`config.mk`:
```
export PLATFORM = sky130hd
export DESIGN_NAME = led_seq_ctrl
export DESIGN_NICKNAME = d
export VERILOG_FILES = /design/src/rtl/led_seq_ctrl_pkg.sv /design/src/rtl/led_seq_ctrl_tick_gen.sv /design/src/rtl/led_seq_ctrl.sv
export SDC_FILE = /design/constraint.sdc
export NUM_CORES = 1
export LEC_CHECK = 0
export ABC_CLOCK_PERIOD_IN_PS = 6400
export BUFFER_PORTS_ARGS = -buffer_cell sky130_fd_sc_hd__buf_4
export CAP_MARGIN = 0
export CORE_MARGIN = 10
export CORE_UTILIZATION = 62
export CTS_BUF_LIST = sky130_fd_sc_hd__clkbuf_8
export DETAILED_ROUTE_END_ITERATION = 10
export HOLD_SLACK_MARGIN = 0.03
export PLACE_DENSITY = 0.8
export SYNTH_ARGS = -nofsm -noshare
export SYNTH_HDL_FRONTEND = slang
export SYNTH_SLANG_ARGS = --single-unit
```
`constraint.sdc`:
```
create_clock -name CLK -period 6.4 [get_ports CLK]
set_clock_uncertainty 0.15 [all_clocks]
set_input_delay 0.64 -clock CLK [delete_from_list [all_inputs] [get_ports CLK]]
set_output_delay 0.64 -clock CLK [all_outputs]
set_load 0.05 [all_outputs]
```
`src/rtl/led_seq_ctrl_pkg.sv`:
```
// Shared definitions for the LED segment sequencer family.
//   - sequencer FSM state encodings
//   - default clock / tick rates reused by other LED blocks
//   - field layout of a table entry: {level, duration}
package led_seq_ctrl_pkg;

  typedef enum logic {
    ST_IDLE = 1'b0,
    ST_RUN  = 1'b1
  } state_t;

  localparam int DEF_CLK_HZ  = 50_000_000;
  localparam int DEF_TICK_HZ = 1000;

  // Table entry layout: duration occupies [DUR_LSB +: DUR_W], and the LED
  // level sits in the bit directly above it (DUR_LSB + DUR_W).
  localparam int DUR_LSB = 0;

endpackage

```
`src/rtl/led_seq_ctrl_tick_gen.sv`:
```
// tick_gen_module: tick prescaler for the LED sequencer.
// Counts 0..TICK_DIV-1 and asserts Tick while the count is TICK_DIV-1.
// Ports:
//   CLK   in  system clock
//   RSTn  in  asynchronous active-low reset
//   Clr   in  hold the count at zero (no Tick while asserted)
//   Tick  out one-cycle tick every TICK_DIV cycles
module tick_gen_module #(
  parameter int TICK_DIV = 4
) (
  input  logic CLK,
  input  logic RSTn,
  input  logic Clr,
  output logic Tick
);

  localparam int              CNT_W = (TICK_DIV > 1) ? $clog2(TICK_DIV) : 1;
  localparam logic [CNT_W-1:0] LAST = CNT_W'(TICK_DIV - 1);

  logic [CNT_W-1:0] r_cnt;

  // NOTE: state is updated with non-blocking assignments so every flop
  // samples the pre-edge value of its inputs, independent of block order.
  always_ff @(posedge CLK or negedge RSTn) begin
    if (!RSTn) begin
      r_cnt <= '0;
    end else if (Clr || (r_cnt == LAST)) begin
      r_cnt <= '0;
    end else begin
      r_cnt <= r_cnt + 1'b1;
    end
  end

  assign Tick = !Clr && (r_cnt == LAST);

endmodule

```
`src/rtl/led_seq_ctrl.sv`:
```
// led_seq_ctrl: programmable LED blink sequencer.
// Steps through a table of {level, duration} segments, once or looping,
// under a Start/Stop handshake. Durations are counted in prescaler ticks.
// Ports:
//   CLK, RSTn          clock, asynchronous active-low reset
//   Start, Stop        begin / abort a sequence (Stop has priority)
//   Loop, Seg_Last     repeat mode and final index, latched on accepted Start
//   Wr_En/Addr/Data    table write port, honoured only while idle
//   Busy               sequence running
//   Done               one-cycle pulse on normal completion
//   Seg_Idx            current segment index
//   LED_Out            registered LED drive
module led_seq_ctrl
  import led_seq_ctrl_pkg::*;
#(
  parameter int CLK_HZ  = DEF_CLK_HZ,
  parameter int TICK_HZ = DEF_TICK_HZ,
  parameter int SEG_N   = 8,
  parameter int DUR_W   = 16,
  localparam int IDX_W  = $clog2(SEG_N)
) (
  input  logic             CLK,
  input  logic             RSTn,
  input  logic             Start,
  input  logic             Stop,
  input  logic             Loop,
  input  logic [IDX_W-1:0] Seg_Last,
  input  logic             Wr_En,
  input  logic [IDX_W-1:0] Wr_Addr,
  input  logic [DUR_W:0]   Wr_Data,
  output logic             Busy,
  output logic             Done,
  output logic [IDX_W-1:0] Seg_Idx,
  output logic             LED_Out
);

  localparam int TICK_DIV = CLK_HZ / TICK_HZ;

  state_t             r_state, w_state_nxt;
  logic               r_level [SEG_N];
  logic [DUR_W-1:0]   r_dur   [SEG_N];
  logic               r_loop;
  logic [IDX_W-1:0]   r_last;
  logic [IDX_W-1:0]   r_seg_idx;
  logic [DUR_W-1:0]   r_dur_cnt;
  logic               r_led;
  logic               r_done;

  logic               w_tick;
  logic               w_start_acc;
  logic               w_seg_end;
  logic               w_seg_is_last;
  logic               w_wr_acc;
  logic [DUR_W-1:0]   w_dur_end;
  logic [IDX_W-1:0]   w_seg_nxt;

  // Prescaler is held at zero while idle, so a run always starts on a fresh
  // tick period; in RUN it free-wraps, which lines up with segment ends.
  tick_gen_module #(
    .TICK_DIV (TICK_DIV)
  ) u_tick_gen (
    .CLK  (CLK),
    .RSTn (RSTn),
    .Clr  (r_state == ST_IDLE),
    .Tick (w_tick)
  );

  assign w_seg_nxt = r_seg_idx + 1'b1;

  // NOTE: every signal driven here gets a default first, so no path through
  // the case leaves it unassigned and no latch is inferred.
  always_comb begin
    w_state_nxt   = r_state;
    w_start_acc   = 1'b0;
    w_seg_end     = 1'b0;
    w_seg_is_last = (r_seg_idx == r_last);
    // Zero duration behaves as one tick: both end after the first tick.
    w_dur_end     = (r_dur[r_seg_idx] == '0) ? '0 : r_dur[r_seg_idx] - 1'b1;

    case (r_state)
      ST_IDLE: begin
        if (Start && !Stop) begin
          w_start_acc = 1'b1;
          w_state_nxt = ST_RUN;
        end
      end
      ST_RUN: begin
        if (Stop) begin
          w_state_nxt = ST_IDLE;
        end else if (w_tick && (r_dur_cnt == w_dur_end)) begin
          w_seg_end = 1'b1;
          if (w_seg_is_last && !r_loop) begin
            w_state_nxt = ST_IDLE;
          end
        end
      end
      default: w_state_nxt = ST_IDLE;
    endcase

    // The Done cycle is already IDLE, so a write there is accepted.
    w_wr_acc = Wr_En && (r_state == ST_IDLE) && !w_start_acc;
  end

  always_ff @(posedge CLK or negedge RSTn) begin
    if (!RSTn) begin
      r_state <= ST_IDLE;
    end else begin
      r_state <= w_state_nxt;
    end
  end

  always_ff @(posedge CLK or negedge RSTn) begin
    if (!RSTn) begin
      r_seg_idx <= '0;
      r_led     <= 1'b0;
      r_done    <= 1'b0;
      r_loop    <= 1'b0;
      r_last    <= '0;
      r_dur_cnt <= '0;
    end else begin
      r_done <= 1'b0;
      if (w_start_acc) begin
        r_seg_idx <= '0;
        r_led     <= r_level[0];
        r_loop    <= Loop;
        r_last    <= Seg_Last;
        r_dur_cnt <= '0;
      end else if (r_state == ST_RUN) begin
        if (Stop) begin
          r_seg_idx <= '0;
          r_led     <= 1'b0;
          r_dur_cnt <= '0;
        end else if (w_seg_end) begin
          r_dur_cnt <= '0;
          if (!w_seg_is_last) begin
            r_seg_idx <= w_seg_nxt;
            r_led     <= r_level[w_seg_nxt];
          end else if (r_loop) begin
            r_seg_idx <= '0;
            r_led     <= r_level[0];
          end else begin
            r_seg_idx <= '0;
            r_led     <= 1'b0;
            r_done    <= 1'b1;
          end
        end else if (w_tick) begin
          r_dur_cnt <= r_dur_cnt + 1'b1;
        end
      end
    end
  end

  // NOTE: the table is a small flop array and its contents are architecturally
  // defined after reset ({0,0}), so it is reset like any other register.
  always_ff @(posedge CLK or negedge RSTn) begin
    if (!RSTn) begin
      for (int i = 0; i < SEG_N; i++) begin
        r_level[i] <= 1'b0;
        r_dur[i]   <= '0;
      end
    end else if (w_wr_acc) begin
      r_level[Wr_Addr] <= Wr_Data[DUR_LSB + DUR_W];
      r_dur[Wr_Addr]   <= Wr_Data[DUR_LSB +: DUR_W];
    end
  end

  assign Busy    = (r_state == ST_RUN);
  assign Done    = r_done;
  assign Seg_Idx = r_seg_idx;
  assign LED_Out = r_led;

endmodule

```
==> results of run 1 <==
## cells in the final DEF, fill, tap and decap left out, types with 7 or more instances in the layout
cell / n
nor3_1: 9
xor2_1: 20
dfrtp_1: 176
nor2_1: 47
nand2_1: 27
and3_1: 12
buf_4: 44
a21oi_1: 10
mux2_2: 143
clkbuf_8: 18
nand3_1: 26
nand2b_1: 8
mux4_2: 27
nand4_1: 7
xnor2_1: 19
mux2i_4: 10
## worst min path at each step
stage	start	to	slack, ns	cells after the start
2_1_floorplan	RSTn	Busy	0.19	0
3_3_place_gp	u_tick_gen.r_cnt[0]	u_tick_gen.r_cnt[0]	0.29	1
3_5_place_dp	u_tick_gen.r_cnt[0]	u_tick_gen.r_cnt[0]	0.32	1
4_1_cts	RSTn	u_tick_gen.r_cnt[1]	0.21	1
5_1_grt	RSTn	u_tick_gen.r_cnt[5]	0.21	1
6_report	RSTn	u_tick_gen.r_cnt[5]	0.12	1
## per-stage QoR
stage / hold slack, ns / total power (W) / utilization [%]
after floorplan: 0.194 / 0.00209 / -
after global placement: 0.294 / 0.00224 / 66.5
after detailed placement: 0.319 / 0.00230 / 66.5
after CTS: 0.214 / 0.00300 / 68.9
after global routing: 0.207 / 0.00315 / 68.9
final: 0.117 / 0.00299 / 68.9
## area by class of cell
class / instances / area share (%)
Multi-Input combinational cell: 485 / 46.3
Inverter: 5 / 0.186
Tap cell: 184 / 2.28
Timing Repair Buffer: 46 / 3.58
Sequential cell: 178 / 44.2
Clock buffer: 18 / 2.46
Clock inverter: 13 / 0.992
## power by group
group / internal (W) / switching, W
clock: 0.000284 / 0.000424
sequential: 0.00137 / 0.000136
combinational: 0.000412 / 0.000361
## routing by layer
| layer | up-vias | global-route usage [%] | routed length [um] |
|---|---|---|---|
| li1 | 2660 | - | - |
| met3 | 12 | 4.44 | 674 |
| met4 | 0 | 4.02 | 132 |
| met1 | 3066 | 27.7 | 9070 |
| met2 | 99 | 35.0 | 10100 |
| met5 | - | 0 | 0 |
## cell families after synthesis
| group | share of synthesized area [%] |
|---|---|
| multiplexers | 29.4 |
| AND/OR/NAND/NOR | 12.1 |
| AO/OA/AOI/OAI | 3.61 |
| adder cells (fa/ha/maj) | 0.537 |
| XOR/XNOR | 4.33 |
| flip-flops | 47.8 |
| buffers and inverters | 2.19 |
## critical path: stages, from the launching register on
cell       delay, ns
dfrtp_2         0.87
buf_4           0.40
mux4_1          0.64
mux2i_4         0.28
nand4_4         0.17
nor4_4          0.48
a21oi_2         0.05
o32a_1          0.31
a2111oi_0       0.48
nand4b_1        0.17
buf_4           0.22
nand2_1         0.33
mux2_1          0.36
## registers in the layout, summed over array words and instances (netlist names), 3 cells and up
signal            cells
r_dur               128
r_dur_cnt            16
u_tick_gen.r_cnt     16
r_level               8
Seg_Idx               3
r_last                3
==> run_results.csv, run 1 <==
group,metric,value,unit
outcome,outcome,"completed",
job,drv_cap,0,
layout,area_growth_syn_to_layout,8.32,%
synthesis,synth_seq_area_share,47.8,%
critical_path,worstSetupStartpoint,"Seg_Idx[0]",
cts,cts_hold_buf,0,
cts,numCtsBuffers,17,
place,place_hpwl,13400,um
synthesis,netlist_area,9310,um^2
cts,root_buffer,"clkbuf_8",
power,leakagePower,4.21,nW
synthesis,yosys.area.top_type,"dfrtp_1",
power,p_per_area,296,nW/um^2
layout,multi_input_area,4670,um^2
critical_path,worstSetupPathType,"reg -> reg",
detailed_routing,ant_nets,0,
critical_path,r2r_end,"LED_Out",
die,fp.dieArea,20300,um^2
critical_path,rrSetupSlack,1.34,ns
sta,slew_violations,0,
critical_path,start_kind,"register",
layout,layout.cells.non_filler,929,
sta,grt_setup_unrepaired,"false",
sta,fin_crit_sh,79.1,%
layout,fillCellCount,1033,
critical_path,crit_fanout,24,
synthesis,ys_ff_latch,178,
sta,setup_viol,0,
detailed_routing,drc,0,
detailed_routing,dr_total_vias,5837,
sta,hold_viol,0,
cts,cts_sinks,178,
die,start_util,63.6,%
layout,seq_area,4460,um^2
critical_path,cp.arrival,5.26,ns
sta,fmax,197,MHz
critical_path,crit_path_end_kind,"register",
global_routing,track_usage,20.9,%
detailed_routing,drt_iter0_drc,348,
die,die_x,143,um
synthesis,yosys_warnings,0,
critical_path,rr_startpoint,"Seg_Idx[0]",
sta,worst_pin_slew,1.20,ns
die,core_area,14600,um^2
detailed_routing,post_drt_wl_per_cell,21.5,um
detailed_routing,firstDrtPassIters,4,
global_routing,first_global_vias,6253,
detailed_routing,via_per_inst,6.28,
cts,cts_setup_buffers,0,
min_path,hp-class,"in -> async",
detailed_routing,totalWireLength,20000,um
synthesis,netlist_top_cells_count,"dfrtp_1, mux2_2, nor2_1",
synthesis,synth_cells,698,
die,dieHeight,143,um
layout,diodes,0,
critical_path,crit_end,"LED_Out",
place,dpl_worst_slack,1.36,ns
layout,layout.nets,766,
sta,fin_crit,5.06,ns
global_routing,antenna_found_initial,0,
cts,path_clk_slew,0.09,ns
global_routing,grt_max_degree,122,
critical_path,reg2reg_depth,12,
critical_path,cp_data_required_time,6.60,ns
synthesis,ys_async_sr_fraction,100,%
place,dp.cells,898,
cts,cts_tree,"done",
synthesis,syn-num-nets,731,
layout,design_area,10100,um^2
sta,tns,0,ns
global_routing,grt_pass1_wl,33300,um
synthesis,yosys.area.top_type_share,47.8,%
layout,layout-drive-gt1-share,38.8,%
cts,htree_levels,4,
synthesis,syn_avg_cell_area,13.3,um^2
power,ir_drop,0.212,mV
synthesis,synth.distinct_cells,71,
cts,clk_latency,0.47,ns
synthesis,ys.flop_type,"dfrtp_1",
sta,slew-limit-headroom,19.5,%
global_routing,overflow,0,
sta,finalWorstSetupSlack,1.34,ns
synthesis,synth.most_common_cell,"dfrtp_1",
cts,clk_path_buf_depth,2,
synthesis,synth-edff-count,0,
place,place_congestion,0.966,
die,placement_rows,44,
synthesis,synthTopCellsByArea,"dfrtp_1, mux2_2, mux4_2",
cts,cts_resized,0,
place,port_buffers,34,
die,io_pins,35,
place,detailed_place.area,9740,um^2
Power figures use the tool's default switching activity.
==> inputs of run 2 (changes only) <==
Settings changed: ABC_CLOCK_PERIOD_IN_PS 6400 to 4950.
Clock period 6.4 ns to 4.95 ns, I/O delays scaled along.
==> run_results.csv, run 2 (synthesis results as in run 1) <==
group,metric,value,unit
layout,layout.cells.non_filler,937,
sta,slew_violations,0,
die,die_x,143,um
die,fp.dieArea,20300,um^2
sta,fin_crit_sh,94.3,%
die,placement_rows,44,
layout,layout-drive-gt1-share,39.3,%
layout,multi_input_area,4670,um^2
cts,htree_levels,4,
layout,postLayoutCoreUtil,69.6,%
critical_path,slowest_stage,"dfrtp_4",
critical_path,crit_chain,"mux4_2 -> mux2i_2 -> ha_1 -> nand4_2 -> or4_1 -> nor2_1 -> o21ai_0 -> a2111oi_0 -> nand4b_1 -> buf_4 -> o31a_1 -> nand2_1",
critical_path,cp.arrival,4.92,ns
power,leakagePower,4.27,nW
critical_path,cp_data_required_time,5.21,ns
sta,tns,0,ns
cts,clk_path_buf_depth,2,
cts,cts_hold_buf,0,
detailed_routing,post_drt_wl_per_cell,21.6,um
sta,hold_ws,-0.00151,ns
layout,seq_area,4460,um^2
sta,slew-limit-headroom,25.4,%
detailed_routing,drc,0,
layout,final_common_cell,"dfrtp_1",
place,place_congestion,0.942,
place,port_buffers,34,
min_path,hp-class,"in -> async",
detailed_routing,firstDrtPassIters,5,
die,dieHeight,143,um
critical_path,crit_fanout,15,
global_routing,overflow,0,
global_routing,track_usage,21.1,%
layout,diodes,0,
die,start_util,63.6,%
layout,largest-register,"r_dur",
global_routing,first_global_vias,6443,
detailed_routing,drt_iter0_drc,462,
cts,root_buffer,"clkbuf_8",
cts,clk_latency,0.47,ns
cts,cts_tree,"done",
layout,area_growth_syn_to_layout,9.47,%
global_routing,grt_pass1_wl,33700,um
cts,path_clk_slew,0.09,ns
critical_path,start_kind,"register",
layout,layout.nets,773,
global_routing,antenna_found_initial,0,
cts,cts_setup_buffers,0,
die,core_area,14600,um^2
power,ir_drop,0.317,mV
detailed_routing,ant_nets,0,
global_routing,grt_max_degree,110,
layout,layout_common_cells,"dfrtp_1, mux2_2, buf_4",
sta,fmax,214,MHz
outcome,outcome,"finished, violations left",
critical_path,max_stage_delay,0.63,ns
outcome,violations,"hold timing",
cts,cts_resized,0,
die,io_pins,35,
place,place_hpwl,13800,um
layout,largest_reg_flops,128,
sta,hold_viol,2,
layout,fillCellCount,1006,
cts,cts_sinks,178,
critical_path,worstSetupPathType,"reg -> reg",
place,dpl_worst_slack,0.299,ns
sta,worst_pin_slew,1.12,ns
job,drv_cap,0,
power,p_per_area,386,nW/um^2
sta,grt_setup_unrepaired,"false",
power,power,0.00394,W
cts,numCtsBuffers,17,
detailed_routing,totalWireLength,20200,um
sta,finalWorstSetupSlack,0.284,ns
critical_path,crit_path_end_kind,"register",
place,dp.cells,905,
sta,setup_viol,0,
sta,fin_crit,4.67,ns
layout,top_regs,"r_dur x128, r_dur_cnt x16, u_tick_gen.r_cnt x16",
detailed_routing,via_per_inst,6.37,
detailed_routing,dr_total_vias,5968,
==> run 2: where the power goes <==
group | internal, W | total [W] | switching [W]
Clock | 0.000435 | 0.000977 | 0.000542
Sequential | 0.00178 | 0.00195 | 0.000178
Combinational | 0.000534 | 0.00101 | 0.000475
==> run 2: final timing paths <==
kind                                     start  cells after the start                   to  slack [ns]
setup / recovery                    Seg_Idx[0]                     12           Seg_Idx[2]        0.28
hold / removal                            RSTn                      1  u_tick_gen.r_cnt[0]      -0.002
setup reg to reg                    Seg_Idx[0]                     12           Seg_Idx[2]        0.28
hold reg to reg            u_tick_gen.r_cnt[0]                      1  u_tick_gen.r_cnt[0]        0.33
max in group asynchronous                 RSTn                      2           r_dur[111]        3.51
min in group CLK                   Seg_Last[2]                      2            r_last[2]        0.11
==> run 2: layout make-up <==
cell class                 count  area share (%)
multi-input combinational    485            45.8
sequential                   178            43.7
timing repair buffer          53            4.19
clock buffer                  19            2.57
tap                          184            2.26
clock inverter                13            1.24
inverter                       5           0.184
==> run 2: per-layer routing <==
| layer | GRT usage [%] | wire length [um] |
|---|---|---|
| met5 | 0 | 0 |
| met4 | 5.70 | 276 |
| met3 | 4.07 | 975 |
| met2 | 34.9 | 10100 |
| met1 | 27.9 | 8850 |
==> run 2: metrics by stage <==
step / area [um^2] / hold WS [ns]
floorplan: 9310 / 0.0494
global placement: 9800 / 0.297
detailed placement: 9800 / 0.321
CTS: 10200 / 0.0366
global route: 10200 / 0.0607
finish: 10200 / -0.00151
==> run 2: worst max-delay path, delay by kind of cell, from the launching register on <==
kind	cells	cell delay [ns]
AND/OR/NAND/NOR	5	1.45
AO/OA/AOI/OAI	3	0.92
adder cells (fa/ha/maj)	1	0.31
buffers and inverters	1	0.29
flip-flops	1	0.63
multiplexers	2	0.84
